$ cat src/rtl/hazard_tnew_tracker.sv
// hazard_tnew_tracker
// Tracks the destination registers of the instructions in E, M and W
// together with their remaining tnew. From these entries it derives the
// ID-stage stall and the forwarding selects for both sources. A small
// counter models the latency of the multiply/divide unit so that
// md-dependent instructions in ID wait until HI/LO are ready.
module hazard_tnew_tracker (
  input  logic       clk,
  input  logic       reset,
  input  logic       id_wr_en,
  input  logic [4:0] id_wr_addr,
  input  logic [1:0] id_tnew,
  input  logic [4:0] id_rs_addr,
  input  logic [4:0] id_rt_addr,
  input  logic       id_rs_used,
  input  logic       id_rt_used,
  input  logic [1:0] id_rs_tuse,
  input  logic [1:0] id_rt_tuse,
  input  logic       id_md_start,
  input  logic       id_md_div,
  input  logic       id_md_use,
  input  logic       flush,
  output logic       stall,
  output logic [1:0] fwd_rs,
  output logic [1:0] fwd_rt,
  output logic       md_busy
);

  typedef struct packed {
    logic       valid;
    logic [4:0] addr;
    logic [1:0] tnew;
  } entry_t;

  localparam entry_t BUBBLE = '{valid: 1'b0, addr: 5'd0, tnew: 2'd0};

  localparam logic [1:0] FWD_GRF = 2'b00;
  localparam logic [1:0] FWD_E   = 2'b01;
  localparam logic [1:0] FWD_M   = 2'b10;
  localparam logic [1:0] FWD_W   = 2'b11;

  localparam logic [3:0] DIV_CYCLES  = 4'd10;
  localparam logic [3:0] MULT_CYCLES = 4'd5;

  entry_t     e_q, m_q, w_q;
  logic       e_md_start_q;
  logic       e_md_div_q;
  logic [3:0] md_cnt_q;

  logic       stall_rs, stall_rt, stall_md;

  // Decrement a tnew value, holding at zero once the result exists.
  function automatic logic [1:0] sat_dec(input logic [1:0] t);
    return (t == 2'd0) ? 2'd0 : t - 2'd1;
  endfunction

  // Resolve one source against the youngest matching entry.
  // Returns {stall, fwd[1:0]}.
  function automatic logic [2:0] resolve(
    input logic [4:0] addr,
    input logic       used,
    input logic [1:0] tuse,
    input entry_t     e,
    input entry_t     m,
    input entry_t     w
  );
    logic       hit;
    logic [1:0] tnew;
    logic [1:0] sel;
    hit  = 1'b0;
    tnew = 2'd0;
    sel  = FWD_GRF;
    if (used && addr != 5'd0) begin
      if (e.valid && e.addr == addr) begin
        hit = 1'b1; tnew = e.tnew; sel = FWD_E;
      end else if (m.valid && m.addr == addr) begin
        hit = 1'b1; tnew = m.tnew; sel = FWD_M;
      end else if (w.valid && w.addr == addr) begin
        hit = 1'b1; tnew = w.tnew; sel = FWD_W;
      end
    end
    if (!hit)
      return {1'b0, FWD_GRF};
    else if (tnew > tuse)
      return {1'b1, FWD_GRF};
    else if (tnew == 2'd0)
      return {1'b0, sel};
    else
      return {1'b0, FWD_GRF};
  endfunction

  // Hazard detection and forwarding select, purely from state and ID inputs.
  always_comb begin
    // NOTE: every output of this block is assigned a default first so no
    // path through it can leave a value held, which would infer a latch.
    stall_rs = 1'b0;
    stall_rt = 1'b0;
    fwd_rs   = FWD_GRF;
    fwd_rt   = FWD_GRF;
    {stall_rs, fwd_rs} = resolve(id_rs_addr, id_rs_used, id_rs_tuse, e_q, m_q, w_q);
    {stall_rt, fwd_rt} = resolve(id_rt_addr, id_rt_used, id_rt_tuse, e_q, m_q, w_q);
  end

  assign md_busy  = (md_cnt_q != 4'd0) | e_md_start_q;
  assign stall_md = id_md_use & md_busy;
  assign stall    = stall_rs | stall_rt | stall_md;

  // Pipeline tracking entries: E takes the ID instruction or a bubble,
  // M and W age the older entries by one cycle.
  always_ff @(posedge clk) begin
    // NOTE: non-blocking assignments let M and W sample the old E and M
    // values on the same edge, modelling a real shift between stages.
    if (reset) begin
      e_q          <= BUBBLE;
      m_q          <= BUBBLE;
      w_q          <= BUBBLE;
      e_md_start_q <= 1'b0;
      e_md_div_q   <= 1'b0;
    end else begin
      if (stall || flush) begin
        e_q          <= BUBBLE;
        e_md_start_q <= 1'b0;
        e_md_div_q   <= 1'b0;
      end else begin
        e_q.valid    <= id_wr_en & (id_wr_addr != 5'd0);
        e_q.addr     <= id_wr_addr;
        e_q.tnew     <= id_tnew;
        e_md_start_q <= id_md_start;
        e_md_div_q   <= id_md_div;
      end
      m_q <= '{valid: e_q.valid, addr: e_q.addr, tnew: sat_dec(e_q.tnew)};
      w_q <= '{valid: m_q.valid, addr: m_q.addr, tnew: sat_dec(m_q.tnew)};
    end
  end

  // Multiply/divide latency counter, started by the md instruction in E.
  always_ff @(posedge clk) begin
    if (reset)
      md_cnt_q <= 4'd0;
    else if (e_md_start_q && e_md_div_q)
      md_cnt_q <= DIV_CYCLES;
    else if (e_md_start_q)
      md_cnt_q <= MULT_CYCLES;
    else if (md_cnt_q != 4'd0)
      md_cnt_q <= md_cnt_q - 4'd1;
  end

endmodule
$ cat config.mk
export PLATFORM = sky130hd
export DESIGN_NAME = hazard_tnew_tracker
export DESIGN_NICKNAME = d
export VERILOG_FILES = /design/src/rtl/hazard_tnew_tracker.sv
export SDC_FILE = /design/constraint.sdc
export NUM_CORES = 1
export LEC_CHECK = 0
export ABC_AREA = 1
export CAP_MARGIN = 5
export CORE_ASPECT_RATIO = 1.75
export CORE_MARGIN = 10
export CORE_UTILIZATION = 45
export CTS_BUF_LIST = sky130_fd_sc_hd__clkbuf_4
export DETAILED_ROUTE_END_ITERATION = 12
export MAX_ROUTING_LAYER = met4
export PLACE_DENSITY = 0.68
export REMOVE_ABC_BUFFERS = 1
export SLEW_MARGIN = 20
export SYNTH_ARGS = -nofsm -noshare
export SYNTH_HDL_FRONTEND = slang
export SYNTH_SLANG_ARGS = --single-unit
export TNS_END_PERCENT = 20
$ cat constraint.sdc
create_clock -name clk -period 2.55 [get_ports clk]
set_input_delay 0.3825 -clock clk [delete_from_list [all_inputs] [get_ports clk]]
set_output_delay 0.3825 -clock clk [all_outputs]
set_load 0.01 [all_outputs]
* Word-level counts from Yosys, hierarchy flattened
Cells that the tools add are included.
Word-level totals: register bits 30, word-level logic and storage cells 86, output and inout bits 6
Cells by class: equality and inequality tests 6, mux-type cells 33, reduce and logical (&&, ||, !) cells 24, add/sub/neg operators 3, order comparisons 2, bitwise gates (word level) 5
Operator list (number):
- 2-to-1 mux 2 bit | 18
- equality test 5 bit | 6
- nonzero test 5 bit | 3
- 2-to-1 mux 3 bit | 4
- 2-to-1 mux 4 bit | 3
- logical AND 1 bit | 9
- zero test 2 bit | 4
- 2-to-1 mux 1 bit | 8
- OR reduction 2 bit | 4
- > comparator 2 bit | 2
- nonzero test 4 bit | 1
- subtractor 2 x 1 -> 2 bit (second input constant) | 2
- subtractor 4 x 1 -> 4 bit (second input constant) | 1
- bitwise OR 1 bit | 3
- nonzero test 3 bit | 1
- bitwise AND 1 bit | 2
- nonzero test 2 bit | 1
- logical OR 1 bit | 1

* Depth between registers and ports, before layout
word-level depth 14, mapped depth 18

* Worst setup path after synthesis
Ideal clock, no wire load.
path kind input to output, start point input port id_rs_addr[2], end point output port stall, arrival time 1.917 ns, slack 0.250 ns, required time 2.168 ns, stages on the path 15, cells stage by stage inv_1 > nand2_1 > a21oi_1 > nand3_2 > nand3_1 > nand2_1 > nand2_1 > inv_1 > ha_1 > inv_1 > o21ai_0 > nand2_1 > nor2_1 > nand2_2 > nand3_1
Between the ends: word-level cells in the longest chain between the ends 11, elaborated cells on any way between the ends 21, those cells by class 1 x order compare; 3 x eq/ne; 10 x mux; 2 x bitwise; 5 x reduce/logical
RTL lines:
- start, declared | RTL line 13 | input logic [4:0] id_rs_addr,
- equality test 5 bit | RTL line 78 | end else if (w.valid && w.addr == addr) begin
- logical AND 1 bit | RTL line 78
- 2-to-1 mux 2 bit | RTL line 78
- 2-to-1 mux 2 bit | RTL line 76 | end else if (m.valid && m.addr == addr) begin
- 2-to-1 mux 2 bit | RTL line 74 | if (e.valid && e.addr == addr) begin
- 2-to-1 mux 2 bit | RTL line 73 | if (used && addr != 5'd0) begin
- > comparator 2 bit | RTL line 84 | else if (tnew > tuse)
- 2-to-1 mux 3 bit | RTL line 84
- 2-to-1 mux 3 bit * | RTL line 82 | if (!hit)
- bitwise OR 1 bit * (2 in series) | RTL line 106 | assign stall = stall_rs | stall_rt | stall_md;
- end, declared | RTL line 23 | output logic stall,
Mark *: on every way between the ends. The rest lies on a longest branch, timed or not.

* Worst setup path in the final report
start point register m_q[6] (netlist bit), end point output port stall
Between the ends: word-level cells in the longest chain between the ends 10, elaborated cells on any way between the ends 24, those cells by class 2 x order compare; 2 x eq/ne; 16 x mux; 2 x bitwise; 2 x reduce/logical
RTL lines:
- start, declared | RTL line 45 | entry_t e_q, m_q, w_q;
- start signal, assigned | RTL line 131 | m_q <= '{valid: e_q.valid, addr: e_q.addr, tnew: sat_dec(e_q.tnew)};
- equality test 5 bit | RTL line 76
- logical AND 1 bit | RTL line 76
- 2-to-1 mux 2 bit | RTL line 76
- 2-to-1 mux 2 bit | RTL line 74
- 2-to-1 mux 2 bit | RTL line 73
- > comparator 2 bit | RTL line 84
- 2-to-1 mux 3 bit | RTL line 84
- 2-to-1 mux 3 bit | RTL line 82
- bitwise OR 1 bit * (2 in series) | RTL line 106
Marks and branches as above.

==> summary.md <==
| Metric | Value |
|---|---|
| Max VDD drop | 475.6 uV |
| H-tree levels | 2 |
| CP max-delay cell | dfxtp_2 |
| CTS max path bufs | 2 |
| I/O Pins | 36 |
| Detailed Place HPWL | 4515 um |
| Die area | 0.007171 mm2 |
| Slowest Stage Delay on Critical Path | 370 ps |
| CP Data Required Time | 2170 ps |
| Max Fanout on Critical Path | 5 |
| Largest cells by area after synthesis | dfxtp_1 32%, nand2_1 17%, nor2_1 12%, inv_1 11%, ha_1 5.4% |
| Post-synthesis average cell area | 6.059 um2 |
| MaxCap Viol Count | 0 |
| Die extent in y | 104.8 um |
| Setup ws final | -223.3 ps |
| Antenna violations before repair | 0 |
| Drt drc | 0 |
| Mean routed wirelength per cell | 13.04 um |
| Least-Margin Pin Slew | 346.9 ps |
| Row cnt | 30 |
| Vias in the first global route | 2084 |
| Area of placed instances | 0.002559 mm2 |
| R2R setup slack | 220 ps |
| Vias | 2139 |
| Fin crit share | 108.8% |
| Max-slew violation count | 0 |
| Worst Hold End | m_q[0]$_SDFF_PP0_ |
| DR pass1 iterations | 4 |
| Worst setup SP type | flop |
| Design area | 0.002851 mm2 |
| Worst Hold Launch | e_q[0]$_SDFF_PP0_ |
| Leading area contributor after synthesis | dfxtp_1 |
| Tmin final | 2773 ps |
| Crit path capture type | output port |
| Failing checks | setup timing |
| Commonest cells post-synth | 83 x nand2_1, 61 x nor2_1, 52 x inv_1, 30 x dfxtp_1 |
| Worst Setup Path Type | reg2out |
| Ys Warns | 0 |
| Worst slew margin | 76.80% |
| Final net count | 430 |
| Power density over the cells | 465.4 mW/mm2 |
| CTS tree | done |
| Root Buffer | clkbuf_4 |
| Min-Delay Path Depth | 1 |
| Via density per instance | 4.850 |
| Seq/Total Area, Yosys | 32.50% |
| Antenna-violating nets left | 0 |
| All-Layer GR Usage | 16.56% |
| RR Endpoint | e_q[3]$_SDFF_PP0_ |
| Worst EP arrival | 2390 ps |
| Final wirelength | 5752 um |
| Port buffer count | 35 |
| # setup viols final | 5 |
| Ratio of cells with drive above 1 in the final layout | 38.42% |
| Clk slew on worst S/H paths | 100 ps |
| Cell mode on critical path | inv_2 |
| Total gr overflow | 0 |
| Mapped cell area | 0.001848 mm2 |
| Status | finished with violations |
| Hold_buf cts | 0 |
| Post-synth EDFFs | 0 |
| Hold Fails Final Rpt | 0 |
| Number of distinct library cells after synthesis | 22 |
| Number of CTS-inserted buffers | 5 |
| Yosys top cell area share | 32.50% |
| Ant diodes | 0 |
| First-pass GRT wire length | 9156 um |
| Starting Density | 46.89% |
| Die W | 68.44 um |
| Dpl ws | -1072 ps |
| RSZ-0062 raised after global routing | yes |
| Async S/R FF share, synth | 0% |
| Path depth of the worst reg2reg path | 18 |
| Peak Freq | 0.3606 GHz |
| # clock sinks | 30 |
| HP Class | reg2reg |
| Placer Congestion | 0.9057 |
| Synth Instances | 305 |
| Register bit count reported by yosys | 30 |
| Worst path cell trace | inv_2 -> o21ai_2 -> nor2_4 -> nand3_4 -> nor2_2 -> nor2_1 -> nand2_1 -> nand2_2 -> inv_2 -> ha_4 -> inv_2 -> o21ai_4 -> nand2_1 -> nor2_1 -> nand2_2 -> nand3_2 -> buf_6 |
| Fill cell count | 337 |
| Area delta synth->final | 54.30% |
| Worst reg2reg path startpoint | m_q[6]$_SDFF_PP0_ |
| Count leader, synth | nand2_1 |
| Synth Flop Type | dfxtp_1 |
| Leakage | 0.001400 uW |
| Worst Skew | 14.38 ps |
| DR iter-0 viols | 83 |
| Largest net degree at the start of global routing | 16 |
| TNS Setup | -671.1 ps |
| Clk_lat worst skew | 330 ps |
| Core footprint | 0.003941 mm2 |
## cells in the final DEF (no fill, tap or decap), types with 12 or more instances in the layout
cell type / count
dfxtp_2: 13
inv_2: 21
dfxtp_1: 17
nor2_2: 12
clkdlybuf4s50_1: 20
nor2_1: 48
nand2_2: 14
inv_1: 37
nand2_1: 73
buf_4: 45
## power by group
part	internal (uW)	switching, uW	leakage (uW)	total (uW)
combinational	227	274	0.00112	501
sequential	526	25.1	0.000251	552
clock	102	172	0.0000286	274
## what timing repair did
action | 4_1_cts | 5_1_grt
resized for setup | 77 | 54
buffers inserted | 3 | 3
setup endpoints to repair | 15 | 5
pin swaps | 19 | 34
## registers in the layout, summed over array words and instances (netlist names)
name          flops
md_cnt_q          4
m_q               8
e_md_div_q        1
w_q               8
e_q               8
e_md_start_q      1
## worst max-delay path: cells and delay by family, from the launching register on
family                     cells  cell delay [ps]
adders and majority gates      1              270
and+or+nand+nor               10              840
AOI/OAI and AO/OA              2              330
buffers and inverters          4              250
DFF                            1              370
## area by class of cell
| type | instances | area (um2) | area share [%] |
|---|---|---|---|
| inverter | 59 | 224.0 | 7.854 |
| sequential | 30 | 616.8 | 21.63 |
| multi-input combinational | 214 | 1225 | 42.96 |
| tap | 48 | 60.06 | 2.106 |
| clock inverter | 3 | 16.27 | 0.5704 |
| timing repair buffer | 82 | 671.9 | 23.56 |
| clock buffer | 5 | 37.54 | 1.316 |
## routing by layer
metal | part of all wire, % | GRT usage (%) | vias up
met5 | 0 | - | -
met4 | 4.3 | 6.647 | 0
met3 | 2.2 | 2.460 | 22
met2 | 57 | 31.37 | 47
met1 | 37 | 15.07 | 966
li1 | - | - | 1104
## cells by family after synthesis
kind of cell / Yosys count / synth area share [%]
xor gates and xnor gates: 3 / 1.422
DFF: 30 / 32.50
adders and majority gates: 8 / 5.417
AOI/OAI and AO/OA: 26 / 7.380
and+or+nand+nor: 177 / 40.89
buffers and inverters: 61 / 12.39
## worst max path at each step
| stage | startpoint | slack (ps) | end | cells after the start |
|---|---|---|---|---|
| floorplan | id_rs_addr[2] | 250 | stall | 15 |
| global placement | id_rs_addr[0] | -1030 | stall | 18 |
| detailed placement | id_rs_addr[0] | -1070 | stall | 18 |
| CTS | m_q[2]$_SDFF_PP0_ | -190 | fwd_rs[1] | 16 |
| global route | m_q[5]$_SDFF_PP0_ | -340 | fwd_rs[1] | 17 |
| finish | m_q[6]$_SDFF_PP0_ | -220 | stall | 17 |
## stage by stage
step	utilization, %	power [uW]	std cells	hold WS (ps)
after floorplan	-	821.0	303	398.1
after global placement	64.92	1010	427	409.5
final	72.35	1327	441	423.6
after CTS	68.41	1311	438	429.0
after global routing	72.35	1429	441	461.6
after detailed placement	64.92	1020	427	413.9
(Power assumes the default switching activity.)
